## src/rtl/instruction_cycle_controller.sv

```systemverilog
`default_nettype none
// ============================================================================
// Module      : instruction_cycle_controller
// Description : Fetch/decode/execute sequencer for the 8-bit accumulator CPU.
// Revision    : 1.0 - initial release
// ============================================================================
module instruction_cycle_controller #(
   parameter int ENTER_EDGE = 1
) (
   input  logic       clk,
   input  logic       clear,
   input  logic [2:0] IR75,
   input  logic       Aeq0,
   input  logic       Apos,
   input  logic       enter,
   output logic       IRload,
   output logic       PCload,
   output logic       IMPsel,
   output logic       MeminstSel,
   output logic       MemWr,
   output logic       Aload,
   output logic [1:0] Asel,
   output logic       Sub,
   output logic       Halt,
   output logic [2:0] State
);

   typedef enum logic [2:0] {
      ST_START  = 3'b000,
      ST_FETCH  = 3'b001,
      ST_DECODE = 3'b010,
      ST_EXEC   = 3'b011,
      ST_WAITIN = 3'b100,
      ST_HALT   = 3'b101
   } state_t;

   localparam logic [2:0] c_OP_HALT  = 3'b000;
   localparam logic [2:0] c_OP_LOAD  = 3'b001;
   localparam logic [2:0] c_OP_STORE = 3'b010;
   localparam logic [2:0] c_OP_ADD   = 3'b011;
   localparam logic [2:0] c_OP_SUB   = 3'b100;
   localparam logic [2:0] c_OP_INPUT = 3'b101;
   localparam logic [2:0] c_OP_JZ    = 3'b110;
   localparam logic [2:0] c_OP_JPOS  = 3'b111;

   localparam logic [1:0] c_ASEL_ALU = 2'b00;
   localparam logic [1:0] c_ASEL_IN  = 2'b01;
   localparam logic [1:0] c_ASEL_MEM = 2'b10;

   state_t r_state;
   state_t w_next;
   logic   r_enter_q;
   logic   w_enter_done;

   always_ff @(posedge clk or negedge clear) begin
      if (!clear) begin
         r_state   <= ST_START;
         r_enter_q <= 1'b0;
      end else begin
         r_state   <= w_next;
         r_enter_q <= enter;
      end
   end

   // Edge mode needs enter released and re-pressed, even if already high on entry.
   generate
      if (ENTER_EDGE != 0) begin : g_enter_edge
         assign w_enter_done = enter & ~r_enter_q;
      end else begin : g_enter_level
         assign w_enter_done = enter;
      end
   endgenerate

   always_comb begin
      w_next     = ST_START;
      IRload     = 1'b0;
      PCload     = 1'b0;
      IMPsel     = 1'b0;
      MeminstSel = 1'b0;
      MemWr      = 1'b0;
      Aload      = 1'b0;
      Asel       = c_ASEL_ALU;
      Sub        = 1'b0;
      Halt       = 1'b0;

      case (r_state)
         ST_START: begin
            w_next = ST_FETCH;
         end

         ST_FETCH: begin
            IRload = 1'b1;
            PCload = 1'b1;
            w_next = ST_DECODE;
         end

         ST_DECODE: begin
            MeminstSel = 1'b1;
            w_next     = (IR75 == c_OP_HALT) ? ST_HALT : ST_EXEC;
         end

         ST_EXEC: begin
            MeminstSel = 1'b1;
            w_next     = ST_FETCH;
            case (IR75)
               c_OP_LOAD: begin
                  Asel  = c_ASEL_MEM;
                  Aload = 1'b1;
               end
               c_OP_STORE: begin
                  MemWr = 1'b1;
               end
               c_OP_ADD: begin
                  Aload = 1'b1;
               end
               c_OP_SUB: begin
                  Sub   = 1'b1;
                  Aload = 1'b1;
               end
               c_OP_INPUT: begin
                  w_next = ST_WAITIN;
               end
               c_OP_JZ: begin
                  IMPsel = Aeq0;
                  PCload = Aeq0;
               end
               c_OP_JPOS: begin
                  IMPsel = Apos;
                  PCload = Apos;
               end
               default: begin
                  w_next = ST_FETCH;
               end
            endcase
         end

         ST_WAITIN: begin
            Asel   = c_ASEL_IN;
            Aload  = w_enter_done;
            w_next = w_enter_done ? ST_FETCH : ST_WAITIN;
         end

         ST_HALT: begin
            Halt   = 1'b1;
            w_next = ST_HALT;
         end

         default: begin
            w_next = ST_START;
         end
      endcase
   end

   assign State = r_state;

endmodule
`default_nettype wire

```

## config.mk

```make
export PLATFORM = sky130hd
export DESIGN_NAME = instruction_cycle_controller
export DESIGN_NICKNAME = d
export VERILOG_FILES = /design/src/rtl/instruction_cycle_controller.sv
export SDC_FILE = /design/constraint.sdc
export NUM_CORES = 1
export LEC_CHECK = 0
export CORE_AREA = 2 2 39 41
export CTS_BUF_LIST = sky130_fd_sc_hd__clkbuf_2 sky130_fd_sc_hd__clkbuf_4 sky130_fd_sc_hd__clkbuf_8
export CTS_CLUSTER_DIAMETER = 200
export CTS_CLUSTER_SIZE = 28
export DETAILED_ROUTE_END_ITERATION = 16
export DIE_AREA = 0 0 41 43
export DONT_BUFFER_PORTS = 1
export PLACE_DENSITY_LB_ADDON = 0.15
export SLEW_MARGIN = 20
export SYNTH_ARGS = -nofsm -noshare
export SYNTH_HDL_FRONTEND = slang
export SYNTH_SLANG_ARGS = --single-unit
export TNS_END_PERCENT = 30
```

## constraint.sdc

```tcl
create_clock -name clk -period 1 [get_ports clk]
set_input_delay 0.05 -clock clk [delete_from_list [all_inputs] [get_ports clk]]
set_output_delay 0.05 -clock clk [all_outputs]
set_load 0.02 [all_outputs]
```

Yosys cells after proc, flatten, opt, wreduce, memory -nomap -nowiden
Index checks and enable logic that the tools add are counted.
- register bits after elaboration: 4
- bits in latches: 0
- RAM bits: 0
- ROM bits: 0
- input bits: 8
- logic and storage cells: 38
- memories: 0
- $add $sub $neg: 0
- multiply operators: 0
- div/mod/pow operators: 0
- magnitude comparators: 0
- equal/unequal tests: 12
- shift operators: 0
- multiplexer cells: 18
- bitwise logic cells: 2
- reductions and logical operators: 4
- operator list (cell ; number):
    3-bit equality test (second input constant) ; 6
    3-bit case mux with 6 select lines ; 1
    3-bit by 2-bit equality test with 1-bit output (second input constant) ; 4
    1-bit two-way mux ; 9
    3-bit two-way mux ; 3
    3-bit by 1-bit equality test with 1-bit output (second input constant) ; 2
    3-bit zero test ; 2
    1-bit case mux with 2 select lines ; 3
    2-bit case mux with 2 select lines ; 1
    3-bit OR reduction ; 1
    2-bit two-way mux ; 1
    2-bit OR reduction ; 1
    1-bit bitwise AND ; 1
    1-bit inverter ; 1

Logic depth before layout (Yosys ltp)
- depth after elaboration: 4
- gate-level depth with buffers: 4
- depth with buffers taken out: 3

Worst setup path after synthesis
No wires, ideal clock.
- kind: reg-to-output
- from: reg r_state[2], in the netlist State[2]
- to: out Asel[1]
- arrival: 1.734 ns
- required time: 0.950 ns
- slack: -0.784 ns
- stages on the path, launching flop included: 4
- path through: dfrtp_1 > and2b_1 > nand2_1 > nor4b_1
- cells in the longest elaborated chain, start to end: 2
- elaborated cells between the ends (all ways): 3
- classes of those cells: eq/ne (2); mux (1)
- RTL lines (what ; line ; RTL):
    from (decl) ; 50 ; state_t r_state;
    from (signal assigned) ; 60 ; r_state <= w_next;
    3-bit equality test or 3-bit by 2-bit equality test with 1-bit output (tied branches) ; 86 ; case (r_state)
    2-bit case mux with 2 select lines * ; 86 ;
    to (decl) ; 22 ; output logic [1:0] Asel,
Every way passes the cells marked *; elsewhere a longest branch is shown, timed or not.

Worst setup path after layout
Ends and elaborated chain as after synthesis.

==> flow_metrics.tcl <==
set metrics [dict create \
    synthAdderAreaFrac 0 \
    design.portCount 21 \
    vdd_ir_drop_max_v 0.00104 \
    hold_viol 0 \
    crit_path_end_kind "output pin" \
    synth_area_sq_um 328 \
    grt_util_all_layers 0.119 \
    synth_area_leader_cell "dfrtp_1" \
    fin_crit_sh 1.41 \
    portBuffers 0 \
    gr-usage-met1 0.150 \
    stdcell_count 78 \
    clkTransAtPathRegs_ps 40 \
    antenna_left 0 \
    min_path_cells 2 \
    synth_cell_types 26 \
    multiInputGateArea_sq_um 290 \
    area_growth_syn_to_layout_pct 102 \
    via_per_inst 4.82 \
    power_density_nw_per_um2 3090 \
    n_antenna_cell 0 \
    worst_hold_startpoint "IR75[0]" \
    die-area_sq_um 1760 \
    ys_warn_count 0 \
    p_leak_nw 0.302 \
    wl_um 1030 \
    crit_path_start "State[2]$_DFF_PN0_" \
    cts_tree "built" \
    synth_commonest_cells "5 x nor2_1, 4 x dfrtp_1, 4 x nand2b_1, 3 x a21oi_1, 2 x inv_1" \
    yosysSeqAreaShare 0.305 \
    slew_headroom 0.840 \
    grt_use_met2 0.169 \
    cts.sinks 4 \
    synth_compound_area_frac 0.160 \
    rows 14 \
    rsz0062_at_grt "yes" \
    syn_inst 39 \
    insertion_delay_ps 230 \
    drive_gt1_frac 0.710 \
    crit_end "Asel[1]" \
    cts_buffers 3 \
    wl_per_cell_um 13.2 \
    die_w_um 41 \
    grt_pass1_wl_um 1440 \
    muxShareOfSynthArea 0.0763 \
    worstPathRequired_ps 950 \
    path_max_fanout 5 \
    tns_ps -2920 \
    seqCellArea_sq_um 104 \
    drc_errors 0 \
    fin_ws_ps -406 \
    reg2reg_to "State[2]$_DFF_PN0_" \
    reg2reg_depth 5 \
    firstDrtPassIters 3 \
    num_vias 376 \
    grt_max_degree 10 \
    synth-edff-count 0 \
    fin_nets 71 \
    grt-ovfl-total 0 \
    start_util 0.237 \
    drtIter0Drc 4 \
    coreArea_sq_um 1380 \
    max_freq_mhz 711 \
    synth_async_sr_flop_share 1.00 \
    timing.rr.start "State[0]$_DFF_PN0_" \
    grt_pass1_vias 326 \
    worstSetupPathType "flip-flop to output pin" \
    start_kind "flip-flop" \
    dp.cells 68 \
    cts_root_buf "clkbuf_4" \
    finalMaxSlewViolations 0 \
    crit_arrival_ps 1360 \
    grt_antenna_before_repair 0 \
    reg2reg_slack_ps -260 \
    setup_viol 11 \
    grt-busiest-layer "met2" \
    fin_crit_ps 1410 \
    syn_nets 47 \
    fill_cells 137 \
    synth-simple-area-share 0.374 \
    synth_top_family_by_area "simple AND/OR/NAND/NOR gates" \
    avgSynthCellArea_sq_um 8.41 \
    synth-main-ff-cell "dfrtp_1" \
    synth_area_leaders "dfrtp_1 31%, nand2b_1 7.6%, nor2_1 5.7%" \
    dpl.hpwl_um 748 \
    place_congestion 0.661 \
    clock_skew_ps 7.08 \
    htreeDepth 1 \
    maxCapViolCount 0 \
    gr-usage-met3 0.0314 \
    ys_ff_latch 4 \
    status "finished, violations left" \
    hp-class "input port to flip-flop" \
    synthXorXnorAreaFrac 0 \
    yosysMostFrequentCell "nor2_1" \
    clock_path_buffers 2 \
    fin_util 0.479 \
    post-place-ws_ps -175 \
    violations "setup timing" \
    synth_top_area_share 0.305 \
    worstMarginPinSlew_ps 236 \
    die_y_um 43 \
]
## flip-flops by register name, summed over array words and instances (netlist names)
name       flops
State          3
r_enter_q      1
## layer usage
layer | wire length (um) | vias to the layer above
met1 | 428 | 176
met4 | 0 | 0
met5 | 0 | -
met3 | 78 | 0
li1 | - | 186
met2 | 522 | 14
## final cells by class
class | count | share of cell area
Tap cell | 16 | 0.0302
Inverter | 2 | 0.0151
Multi-Input combinational cell | 30 | 0.438
Timing Repair Buffer | 22 | 0.315
Sequential cell | 4 | 0.157
Clock buffer | 4 | 0.0453
## timing repair
action                     4_1_cts  5_1_grt
setup endpoints to repair       13       14
pin swaps                        7        2
hold buffers                     2        0
setup buffers                    1        3
resized for setup                9       11
hold endpoints to repair         5        0
## cell usage in the layout (no fill, tap or decap), types with 2 or more instances in the layout
cell type      instances
dlygate4sd3_1          2
clkbuf_4               4
buf_4                 12
nor2_1                 2
nor2_4                 2
dfrtp_2                3
buf_6                  7
a21oi_1                2
nand2b_4               2
nand2b_1               2
## worst min-delay path by stage
stage	slack, ps	end
2_1_floorplan	-250	State[0]$_DFF_PN0_
3_3_place_gp	-250	r_enter_q$_DFF_PN0_
3_5_place_dp	-250	r_enter_q$_DFF_PN0_
4_1_cts	60	State[1]$_DFF_PN0_
5_1_grt	70	State[1]$_DFF_PN0_
6_report	80	State[1]$_DFF_PN0_
## metrics by stage
step | cell area [sq um] | hold slack, ps | power, mW
final | 663 | 84.1 | 2.05
after global routing | 663 | 69.0 | 2.17
after CTS | 597 | 63.7 | 1.82
after detailed placement | 515 | -245 | 1.44
after global placement | 515 | -245 | 1.43
after floorplan | 389 | -246 | 1.01
## report_power, final
part | switching, mW | leakage [nW] | internal, mW
Sequential | 0.0868 | 0.0449 | 0.232
Clock | 0.0657 | 0.0184 | 0.177
Combinational | 0.715 | 0.239 | 0.774
Total | 0.867 | 0.302 | 1.18
## critical path, stage by stage, from the launching register on
cell and delay (ps):
dfrtp_2 420, and2b_2 250, nand2_4 80, nor4b_4 200
buf_4 180
## kinds of logic after synthesis
group / count (synthesis)
buf+inv: 5
compound gates: 8
flops: 4
simple gates: 20
mux: 2
No activity file was read; power rests on OpenSTA's default activity.
